===== config.mk =====
export PLATFORM = sky130hd
export DESIGN_NAME = sat_counter
export DESIGN_NICKNAME = d
export VERILOG_FILES = /design/src/rtl/sat_counter.sv
export SDC_FILE = /design/constraint.sdc
export NUM_CORES = 1
export LEC_CHECK = 0
export ABC_AREA = 1
export BUFFER_PORTS_ARGS = -buffer_cell sky130_fd_sc_hd__buf_4
export CAP_MARGIN = 20
export CORE_AREA = 5 5 42 44
export CTS_CLUSTER_DIAMETER = 100
export DETAILED_ROUTE_END_ITERATION = 8
export DIE_AREA = 0 0 47 49
export SYNTH_ARGS = -nofsm -noshare
export SYNTH_HDL_FRONTEND = slang
export SYNTH_SLANG_ARGS = --single-unit

===== constraint.sdc =====
create_clock -name clk -period 2.8 [get_ports clk]
set_input_delay 0.14 -clock clk [delete_from_list [all_inputs] [get_ports clk]]
set_output_delay 0.14 -clock clk [all_outputs]
set_load 0.05 [all_outputs]

===== src/rtl/sat_counter.sv =====
// rtl/sat_counter.sv - saturating up-counter with synchronous clear
module sat_counter #(
  parameter int CNT_W = 8
) (
  input  logic             clk,
  input  logic             rst,
  input  logic             clear,
  input  logic             inc,
  output logic [CNT_W-1:0] count
);

  localparam logic [CNT_W-1:0] CNT_MAX = '1;

  // Count up on inc, stick at the maximum instead of wrapping.
  always_ff @(posedge clk) begin
    if (rst || clear) begin
      count <= '0;
    end else if (inc && (count != CNT_MAX)) begin
      count <= count + CNT_W'(1);
    end
  end

endmodule


=== Word-level counts from Yosys, hierarchy flattened ===
Index checks and enable logic that the tools add are counted.

* Bits in registers: 8
* Memories kept: 0
* Bits in writable memories: 0
* Bits in latches: 0
* Input bits: 4
* ROM bits: 0
* Word-level logic and storage cells: 5
* Output and inout port bits: 8

* Add/subtract/negate cells: 1
* Reductions and logical operators: 2
* Bitwise operators: 0
* Equal/unequal tests: 1
* Mux-type cells: 0
* Multipliers: 0
* Div/mod/pow operators: 0
* Magnitude comparators: 0
* Shift-type cells: 0

{| class="wikitable"
|+ Operators by type and width
! operator !! count
|-
| $add A8 B1 Y8 const B || 1
|-
| $ne A8 B8 Y1 const B || 1
|-
| $logic_and A1 B1 Y1 || 1
|-
| $logic_or A1 B1 Y1 || 1
|}

=== Depth between registers and ports, before layout ===
Gate-level depths: netlist (run 1).

* Depth in word-level cells: 2
* Mapped depth: 8
* Mapped depth without buffers: 8

=== Worst setup path before layout (run 1) ===
Ideal clock, no wire load.

* Kind: register -> register
* Start point: register count[0]
* End point: register count[5]
* Cell stages (with the launch flop): 8
* Path buffers: 1
* Slack: 1,184 ps
* Required time: 2,683 ps
* Clock period less this slack: 1,616 ps
* Library setup time: 117 ps
* Arrival: 1,499 ps
* Path through: dfxtp_1 -> ha_1 -> nand2_1 -> nor2_1 -> nand2_2 -> buf_6 -> a21oi_1 -> nor2_1

* Word-level cells in the longest chain between the ends: 2
* Elaborated cells between the ends (all ways): 3
* Those cells by class: 1 x add/sub; 1 x eq/ne; 1 x reduce/logical

{| class="wikitable"
|+ Ends and longest elaborated chain
! what !! line !! source
|-
| start: declaration || 9 || <nowiki>output logic [CNT_W-1:0] count</nowiki>
|-
| start signal: assignment || 19 || <nowiki>count <= count + CNT_W'(1);</nowiki>
|-
| parallel branches: the longest is 2 deep, another holds $add A8 B1 Y8 || - ||
|}

Parallel ways; which one is timed is not known.
A chain may end at the register's enable or synchronous reset.

=== Worst setup path after layout (run 1) ===
* Start point: register count[0]
* End point: register count[3]

The elaborated chain is that of the path after synthesis.

==> results of run 1 <==
==> how the worst max path moves through the flow <==
stage	slack (ns)	end
floorplan	1.18	count[5]$_SDFFE_PP0P_
global placement	1.53	count[3]$_SDFFE_PP0P_
detailed placement	1.50	count[4]$_SDFFE_PP0P_
CTS	1.49	count[4]$_SDFFE_PP0P_
global route	1.31	count[3]$_SDFFE_PP0P_
finish	1.49	count[3]$_SDFFE_PP0P_
==> logic make-up after synthesis <==
group                    count (synthesis)  share of synthesized area (%)
AND/OR/NAND/NOR                         43                           45.3
buffers and inverters                    9                           9.22
flip-flops                               8                           35.8
AO/OA/AOI/OAI                            6                           6.98
adder cells (fa/ha/maj)                  1                           2.79
==> cells in the mapped netlist <==
cell,count,area [sq um]
sky130_fd_sc_hd__a21oi_1,5,25.0
sky130_fd_sc_hd__a31oi_1,1,6.26
sky130_fd_sc_hd__buf_6,1,11.3
sky130_fd_sc_hd__clkinv_1,1,3.75
sky130_fd_sc_hd__dfxtp_1,8,160
sky130_fd_sc_hd__ha_1,1,12.5
sky130_fd_sc_hd__inv_1,6,22.5
sky130_fd_sc_hd__inv_2,1,3.75
sky130_fd_sc_hd__nand2_1,20,75.1
sky130_fd_sc_hd__nand2_2,1,6.26
sky130_fd_sc_hd__nand3_1,4,20.0
sky130_fd_sc_hd__nand3_2,1,10.0
sky130_fd_sc_hd__nand3b_2,1,11.3
sky130_fd_sc_hd__nor2_1,13,48.8
sky130_fd_sc_hd__nor2_2,1,6.26
sky130_fd_sc_hd__nor2_8,1,20.0
sky130_fd_sc_hd__nor3_1,1,5.00
==> power groups by stage <==
stage          registers [mW]  logic, mW  clock network (mW)
5_1_grt                 0.117     0.0239               0.103
6_report                0.117     0.0217              0.0905
3_3_place_gp            0.119     0.0218                   0
2_1_floorplan           0.123    0.00812                   0
3_5_place_dp            0.119     0.0219                   0
4_1_cts                 0.117     0.0219              0.0954
==> critical path, cell delays in order, from the launching register on <==
cell	delay, ns
sky130_fd_sc_hd__dfxtp_1	0.40
sky130_fd_sc_hd__ha_1	0.19
sky130_fd_sc_hd__nand2_1	0.07
sky130_fd_sc_hd__nor2_1	0.12
sky130_fd_sc_hd__nand2_2	0.17
sky130_fd_sc_hd__nand2_1	0.12
sky130_fd_sc_hd__nand2_1	0.05
sky130_fd_sc_hd__nand2_1	0.05
sky130_fd_sc_hd__nor2_1	0.03
==> routing by layer <==
metal	up-vias	share of wire, %	wire, um
li1	236	-	-
met1	183	49	420
met2	10	42	356
met3	5	5.7	49
met4	0	3.6	31
met5	-	0	0
==> cell type report <==
cell class                 instances  area [sq um]  area share, %
tap                               16          20.0           3.56
clock buffer                       3          22.5           4.01
inverter                           8          30.0           5.35
timing repair buffer              11          82.6           14.7
multi-input combinational         50           246           43.9
sequential                         8           160           28.5
==> per-stage QoR <==
| step | instances | setup slack [ns] | hold WS, ns | util, % | power, mW |
|---|---|---|---|---|---|
| after global placement | 93 | 1.53 | 0.433 | 38.5 | 0.141 |
| after detailed placement | 93 | 1.50 | 0.435 | 38.5 | 0.141 |
| final | 96 | 1.49 | 0.162 | 40.1 | 0.229 |
| after global routing | 96 | 1.31 | 0.167 | 40.1 | 0.244 |
| after floorplan | 67 | 1.18 | 0.288 | - | 0.132 |
| after CTS | 96 | 1.49 | 0.159 | 40.1 | 0.234 |
==> impl_results.html, run 1 <==
<table>
<tr><th>Metric</th><th>Value</th></tr>
<tr><th colspan="2">Status</th></tr>
<tr><td>Status</td><td>complete, no violations</td></tr>
<tr><th colspan="2">Clocking</th></tr>
<tr><td>H-tree level count</td><td>1</td></tr>
<tr><td>CTS Sinks</td><td>8</td></tr>
<tr><td>Post_cts resized</td><td>0</td></tr>
<tr><td>Clock tree from TritonCTS</td><td>yes</td></tr>
<tr><td>Postcts setup bufs</td><td>0</td></tr>
<tr><td>Clock-pin slew on the worst setup and hold paths</td><td>0.06 ns</td></tr>
<tr><td>Clock latency on the worst-skew pair</td><td>0.26 ns</td></tr>
<tr><td>Hold buffer count at cts</td><td>0</td></tr>
<tr><td>Buffer cell driving the clock tree root</td><td>sky130_fd_sc_hd__clkbuf_4</td></tr>
<tr><td>Maximum number of buffers from clock root to sink</td><td>2</td></tr>
<tr><td>Number of clock buffers inserted by TritonCTS</td><td>3</td></tr>
<tr><th colspan="2">STA</th></tr>
<tr><td>Highest Clock Rate</td><td>0.762 GHz</td></tr>
<tr><td>Measured slew at the worst slew-check pin</td><td>0.230 ns</td></tr>
<tr><td>RSZ-0062 raised after global routing</td><td>false</td></tr>
<tr><td>Post-Route Skew</td><td>0.00460 ns</td></tr>
<tr><td>Number of failing hold endpoints at the final stage</td><td>0</td></tr>
<tr><td>Final critical delay including setup and external delays</td><td>1.31 ns</td></tr>
<tr><td>Final Cycle Share</td><td>46.9%</td></tr>
<tr><td>Setup Viol. Count Final</td><td>0</td></tr>
<tr><td>Setup TNS after final layout</td><td>0 ns</td></tr>
<tr><td>Number of max-slew violations in the final report</td><td>0</td></tr>
<tr><td>Max-slew headroom at the worst pin</td><td>84.6%</td></tr>
<tr><th colspan="2">Final layout</th></tr>
<tr><td>Final instance area</td><td>562 sq um</td></tr>
<tr><td>Most frequent standard cell in the layout excluding fill and tap cells</td><td>sky130_fd_sc_hd__nand2_1</td></tr>
<tr><td>Antenna diodes</td><td>0</td></tr>
<tr><td>Registers with the highest flip-flop counts</td><td>count: 8 flops</td></tr>
<tr><td>Final Net Count</td><td>87</td></tr>
<tr><td>Area delta synth-&gt;final</td><td>25.4%</td></tr>
<tr><td>Fill cells</td><td>151</td></tr>
<tr><td>Commonest non-fill, non-tap cells in the layout</td><td>sky130_fd_sc_hd__nand2_1 (20), sky130_fd_sc_hd__nor2_1 (13), sky130_fd_sc_hd__buf_4 (11), sky130_fd_sc_hd__dfxtp_1 (8), sky130_fd_sc_hd__inv_1 (6)</td></tr>
<tr><td>Number of flip-flops in the largest register</td><td>8</td></tr>
<tr><td>Top reg by flops</td><td>count</td></tr>
<tr><td>Ratio of cells with drive above 1 in the final layout</td><td>25.0%</td></tr>
<tr><th colspan="2">Floorplan</th></tr>
<tr><td>Area enclosed by the die boundary</td><td>2300 sq um</td></tr>
<tr><td>Die height</td><td>49 um</td></tr>
<tr><td>Std-Cell Core Area</td><td>1400 sq um</td></tr>
<tr><td>Effective utilization at floorplan</td><td>32.0%</td></tr>
<tr><td>Top Ports</td><td>12</td></tr>
<tr><td>Die boundary width</td><td>47 um</td></tr>
<tr><td>Row count</td><td>14</td></tr>
<tr><th colspan="2">Setup path</th></tr>
<tr><td>Worst setup path startpoint</td><td>count[0]$_SDFFE_PP0P_</td></tr>
<tr><td>Worst R2R Path Depth</td><td>8</td></tr>
<tr><td>Required time reported for the critical path endpoint</td><td>2.95 ns</td></tr>
<tr><td>CP max FO</td><td>11</td></tr>
<tr><td>Data arrival time of the worst path</td><td>1.46 ns</td></tr>
<tr><td>Startpoint-to-endpoint class of the critical path</td><td>reg -&gt; reg</td></tr>
<tr><td>R2R setup slack</td><td>1.49 ns</td></tr>
<tr><td>Destination of the worst register-to-register timing path</td><td>count[3]$_SDFFE_PP0P_</td></tr>
<tr><td>R2R Path Start</td><td>count[0]$_SDFFE_PP0P_</td></tr>
<tr><td>Element type at the critical path end</td><td>flip-flop</td></tr>
<tr><td>Crit start category</td><td>flip-flop</td></tr>
<tr><th colspan="2">Drt</th></tr>
<tr><td>Routed WL</td><td>857 um</td></tr>
<tr><td>Detailed-router iteration count before antenna repair</td><td>3</td></tr>
<tr><td>Detailed-route vias per instance</td><td>4.52</td></tr>
<tr><td>Number of routed nets with antenna violations</td><td>0</td></tr>
<tr><td>DRT iter0 DRCs</td><td>3</td></tr>
<tr><td>Drt drc</td><td>0</td></tr>
<tr><td>Total number of vias</td><td>434</td></tr>
<tr><td>Routed length per placed instance</td><td>8.93 um</td></tr>
<tr><th colspan="2">Hold path</th></tr>
<tr><td>Worst hold path endpoint</td><td>count[1]$_SDFFE_PP0P_</td></tr>
<tr><td>Hold/Removal Path Class</td><td>in -&gt; reg</td></tr>
<tr><td>Worst hold stages</td><td>4</td></tr>
<tr><td>Worst min-delay path startpoint</td><td>rst</td></tr>
<tr><th colspan="2">Pwr</th></tr>
<tr><td>Fraction of power spent switching nets</td><td>24.2%</td></tr>
<tr><td>Switching power of the nets</td><td>55.4 uW</td></tr>
<tr><td>Pwr Density</td><td>408 nW/um^2</td></tr>
<tr><td>Cell leakage power</td><td>0.266 nW</td></tr>
<tr><td>Logic pwr share</td><td>9.5%</td></tr>
<tr><td>Largest vdd supply drop</td><td>213 uV</td></tr>
<tr><td>Part of the total power dissipated in sequential elements</td><td>51.0%</td></tr>
<tr><td>Clock share of power</td><td>39.5%</td></tr>
<tr><td>Internal power</td><td>174 uW</td></tr>
<tr><th colspan="2">GRT</th></tr>
<tr><td>Most heavily used metal layer in global routing</td><td>met1</td></tr>
<tr><td>Number of global-route vias before repair</td><td>407</td></tr>
<tr><td>Global route overflow</td><td>0</td></tr>
<tr><td>Pin count of the biggest net entering global routing</td><td>12</td></tr>
<tr><td>Global-route wire length before repair</td><td>1610 um</td></tr>
<tr><td>Global-route met3 utilization</td><td>3.69%</td></tr>
<tr><td>Met1 usage</td><td>12.5%</td></tr>
<tr><td>GRT met2 Usage</td><td>12.4%</td></tr>
<tr><td>GR Util All Layers</td><td>9.65%</td></tr>
<tr><td>Antenna violations before repair</td><td>0</td></tr>
<tr><th colspan="2">Synthesis</th></tr>
<tr><td>Mean area per synthesized cell</td><td>6.69 sq um</td></tr>
<tr><td>Number of library cell types mapped by synthesis</td><td>17</td></tr>
<tr><td>Gate count after technology mapping</td><td>67</td></tr>
<tr><td>Synth Net Count</td><td>72</td></tr>
<tr><td>Netlist area before placement</td><td>448 sq um</td></tr>
<tr><td>Register bit count reported by yosys</td><td>8</td></tr>
<tr><td>Number of warnings printed during yosys synthesis</td><td>0</td></tr>
<tr><td>Register area share after synthesis</td><td>35.8%</td></tr>
<tr><th colspan="2">Placed design</th></tr>
<tr><td>Placer's final routability congestion estimate</td><td>0.707</td></tr>
<tr><td>Instance area after placement</td><td>539 sq um</td></tr>
<tr><td>Total of buffers placed on input and output ports</td><td>11</td></tr>
<tr><td>Final HPWL DP</td><td>674 um</td></tr>
<tr><th colspan="2">Job</th></tr>
<tr><td>Max_cap viols</td><td>0</td></tr>
</table>
Note: power is estimated with default switching activity, not from simulation.
==> run 2, diff against run 1 <==
==> constraint.sdc (replaced) <==
create_clock -name clk -period 1.3 [get_ports clk]
set_input_delay 0.065 -clock clk [delete_from_list [all_inputs] [get_ports clk]]
set_output_delay 0.065 -clock clk [all_outputs]
set_load 0.05 [all_outputs]
==> run 2 against run 1 <==
Net effect:
- flip-flop and latch count stayed put
- sequential share of layout area is 0.60 points higher
- setup slack worse by 1.4 ns
- die area stayed put
- via count is 9.2% higher
- hold slack worse by 0.088 ns
- register-to-register slack worse by 1.4 ns
- clock skew is 0.0013 ns higher
==> impl_results.html, run 2 (synthesized netlist as in run 1, its figures left out) <==
<table>
<tr><th>Metric</th><th>Value</th></tr>
<tr><th colspan="2">Floorplan</th></tr>
<tr><td>Die boundary width</td><td>47 um</td></tr>
<tr><td>Effective utilization at floorplan</td><td>32.0%</td></tr>
<tr><td>Row count</td><td>14</td></tr>
<tr><td>Area enclosed by the die boundary</td><td>2300 sq um</td></tr>
<tr><td>Die height</td><td>49 um</td></tr>
<tr><td>Std-Cell Core Area</td><td>1400 sq um</td></tr>
<tr><td>Top Ports</td><td>12</td></tr>
<tr><th colspan="2">STA</th></tr>
<tr><td>Measured slew at the worst slew-check pin</td><td>0.235 ns</td></tr>
<tr><td>Final Cycle Share</td><td>96.0%</td></tr>
<tr><td>Final critical delay including setup and external delays</td><td>1.25 ns</td></tr>
<tr><td>Number of failing hold endpoints at the final stage</td><td>0</td></tr>
<tr><td>Number of max-slew violations in the final report</td><td>0</td></tr>
<tr><td>Setup WS post-layout</td><td>0.0515 ns</td></tr>
<tr><td>Setup Viol. Count Final</td><td>0</td></tr>
<tr><td>Max-slew headroom at the worst pin</td><td>84.2%</td></tr>
<tr><td>Highest Clock Rate</td><td>0.801 GHz</td></tr>
<tr><td>Post-Route Skew</td><td>0.00594 ns</td></tr>
<tr><td>Final hold slack</td><td>0.0740 ns</td></tr>
<tr><th colspan="2">Setup path</th></tr>
<tr><td>Data arrival time of the worst path</td><td>1.40 ns</td></tr>
<tr><td>Destination of the worst register-to-register timing path</td><td>count[3]$_SDFFE_PP0P_</td></tr>
<tr><td>R2R setup slack</td><td>0.05 ns</td></tr>
<tr><td>Required time reported for the critical path endpoint</td><td>1.45 ns</td></tr>
<tr><td>Element type at the critical path end</td><td>flip-flop</td></tr>
<tr><td>Crit start category</td><td>flip-flop</td></tr>
<tr><td>R2R Path Start</td><td>count[0]$_SDFFE_PP0P_</td></tr>
<tr><td>Startpoint-to-endpoint class of the critical path</td><td>reg -&gt; reg</td></tr>
<tr><td>CP max FO</td><td>6</td></tr>
<tr><td>Worst R2R Path Depth</td><td>8</td></tr>
<tr><th colspan="2">Pwr</th></tr>
<tr><td>Part of the total power dissipated in sequential elements</td><td>49.1%</td></tr>
<tr><td>Logic pwr share</td><td>9.3%</td></tr>
<tr><td>Largest vdd supply drop</td><td>394 uV</td></tr>
<tr><td>Internal power</td><td>384 uW</td></tr>
<tr><td>Cell leakage power</td><td>0.271 nW</td></tr>
<tr><td>Fraction of power spent switching nets</td><td>24.6%</td></tr>
<tr><td>Switching power of the nets</td><td>125 uW</td></tr>
<tr><td>Clock share of power</td><td>41.6%</td></tr>
<tr><td>Pwr Density</td><td>847 nW/um^2</td></tr>
<tr><th colspan="2">Clocking</th></tr>
<tr><td>CTS Sinks</td><td>8</td></tr>
<tr><td>Clock latency on the worst-skew pair</td><td>0.26 ns</td></tr>
<tr><td>Post_cts resized</td><td>0</td></tr>
<tr><td>Postcts setup bufs</td><td>0</td></tr>
<tr><td>Number of clock buffers inserted by TritonCTS</td><td>3</td></tr>
<tr><td>Buffer cell driving the clock tree root</td><td>sky130_fd_sc_hd__clkbuf_4</td></tr>
<tr><td>Maximum number of buffers from clock root to sink</td><td>2</td></tr>
<tr><td>Clock tree from TritonCTS</td><td>yes</td></tr>
<tr><td>Clock-pin slew on the worst setup and hold paths</td><td>0.06 ns</td></tr>
<tr><td>H-tree level count</td><td>1</td></tr>
<tr><td>Hold buffer count at cts</td><td>0</td></tr>
<tr><th colspan="2">Placed design</th></tr>
<tr><td>Final HPWL DP</td><td>683 um</td></tr>
<tr><td>Setup WS pre-CTS</td><td>0.0837 ns</td></tr>
<tr><td>Placer's final routability congestion estimate</td><td>0.695</td></tr>
<tr><td>Total of buffers placed on input and output ports</td><td>11</td></tr>
<tr><th colspan="2">GRT</th></tr>
<tr><td>Number of global-route vias before repair</td><td>378</td></tr>
<tr><td>Antenna violations before repair</td><td>0</td></tr>
<tr><td>Global-route wire length before repair</td><td>1440 um</td></tr>
<tr><td>Pin count of the biggest net entering global routing</td><td>12</td></tr>
<tr><td>Global route overflow</td><td>0</td></tr>
<tr><td>GR Util All Layers</td><td>8.67%</td></tr>
<tr><th colspan="2">Final layout</th></tr>
<tr><td>Most frequent standard cell in the layout excluding fill and tap cells</td><td>sky130_fd_sc_hd__nand2_1</td></tr>
<tr><td>Area delta synth-&gt;final</td><td>34.4%</td></tr>
<tr><td>Top reg by flops</td><td>count</td></tr>
<tr><td>Final Net Count</td><td>88</td></tr>
<tr><td>Commonest non-fill, non-tap cells in the layout</td><td>sky130_fd_sc_hd__nand2_1 (20), sky130_fd_sc_hd__nor2_1 (12), sky130_fd_sc_hd__buf_4 (11), sky130_fd_sc_hd__inv_1 (6), sky130_fd_sc_hd__dfxtp_2 (6)</td></tr>
<tr><td>Fill cells</td><td>160</td></tr>
<tr><td>Antenna diodes</td><td>0</td></tr>
<tr><td>Number of flip-flops in the largest register</td><td>8</td></tr>
<tr><td>Ratio of cells with drive above 1 in the final layout</td><td>37.8%</td></tr>
<tr><td>Registers with the highest flip-flop counts</td><td>count: 8 flops</td></tr>
<tr><th colspan="2">Drt</th></tr>
<tr><td>Routed length per placed instance</td><td>10.2 um</td></tr>
<tr><td>Number of routed nets with antenna violations</td><td>0</td></tr>
<tr><td>Routed WL</td><td>1000 um</td></tr>
<tr><td>DRT iter0 DRCs</td><td>9</td></tr>
<tr><td>Drt drc</td><td>0</td></tr>
<tr><td>Detailed-router iteration count before antenna repair</td><td>4</td></tr>
<tr><td>Detailed-route vias per instance</td><td>4.84</td></tr>
<tr><td>Total number of vias</td><td>474</td></tr>
<tr><th colspan="2">Hold path</th></tr>
<tr><td>Worst min-delay path startpoint</td><td>rst</td></tr>
<tr><td>Worst hold path endpoint</td><td>count[1]$_SDFFE_PP0P_</td></tr>
<tr><td>Worst hold stages</td><td>4</td></tr>
<tr><td>Hold/Removal Path Class</td><td>in -&gt; reg</td></tr>
<tr><th colspan="2">Status</th></tr>
<tr><td>Status</td><td>complete, no violations</td></tr>
<tr><th colspan="2">Job</th></tr>
<tr><td>Max_cap viols</td><td>0</td></tr>
</table>
-- run 2: worst max-delay path by stage --
stage                     startpoint                    end  slack (ns)  cells after the start
4_1_cts        count[0]$_SDFFE_PP0P_  count[3]$_SDFFE_PP0P_        0.06                      8
3_5_place_dp   count[0]$_SDFFE_PP0P_  count[3]$_SDFFE_PP0P_        0.08                      8
3_3_place_gp   count[0]$_SDFFE_PP0P_  count[3]$_SDFFE_PP0P_        0.08                      8
2_1_floorplan  count[4]$_SDFFE_PP0P_  count[5]$_SDFFE_PP0P_       0.008                      6
6_report       count[0]$_SDFFE_PP0P_  count[3]$_SDFFE_PP0P_        0.05                      8
5_1_grt        count[0]$_SDFFE_PP0P_  count[3]$_SDFFE_PP0P_       -0.02                      8
-- run 2: power by group through the flow --
stage          Combinational, mW  Clock [mW]  Sequential (mW)
3_5_place_dp              0.0482           0            0.256
3_3_place_gp              0.0474           0            0.256
5_1_grt                   0.0517       0.241            0.250
2_1_floorplan             0.0179           0            0.265
6_report                  0.0474       0.212            0.250
4_1_cts                   0.0482       0.221            0.250
-- run 2: layer usage --
layer / vias up / track usage, % / wire (um)
met5: - / 0 / 0
met1: 215 / 11.9 / 460
met3: 2 / 3.32 / 79
met4: 0 / 5.53 / 12
met2: 18 / 10.9 / 451
li1: 239 / - / -
-- run 2: area by class of cell --
cell class	instances	area [sq um]	area share [%]
clock buffers	4	26.3	4.37
well taps	16	20.0	3.33
flip-flops and latches	8	175	29.1
repair buffers	11	82.6	13.7
inverters	8	30.0	4.99
multi-input cells	51	268	44.5
-- run 2: stage by stage --
step / TNS, ns / cell area [sq um] / util, % / power [mW] / cells
detailed placement: 0 / 567 / 40.4 / 0.304 / 93
finish: 0 / 602 / 42.9 / 0.510 / 98
floorplan: 0 / 475 / - / 0.283 / 67
global route: -0.0164 / 602 / 42.9 / 0.543 / 98
global placement: 0 / 567 / 40.4 / 0.303 / 93
CTS: 0 / 593 / 42.3 / 0.519 / 97
-- run 2: worst max-delay path: stages, from the launching register on --
cell                      delay (ns)
sky130_fd_sc_hd__dfxtp_4        0.38
sky130_fd_sc_hd__ha_4           0.13
sky130_fd_sc_hd__nand2_1        0.08
sky130_fd_sc_hd__nor2_2         0.18
sky130_fd_sc_hd__nand2_2        0.13
sky130_fd_sc_hd__nand2_1        0.11
sky130_fd_sc_hd__nand2_1        0.06
sky130_fd_sc_hd__nand2_1        0.05
sky130_fd_sc_hd__nor2_1         0.04
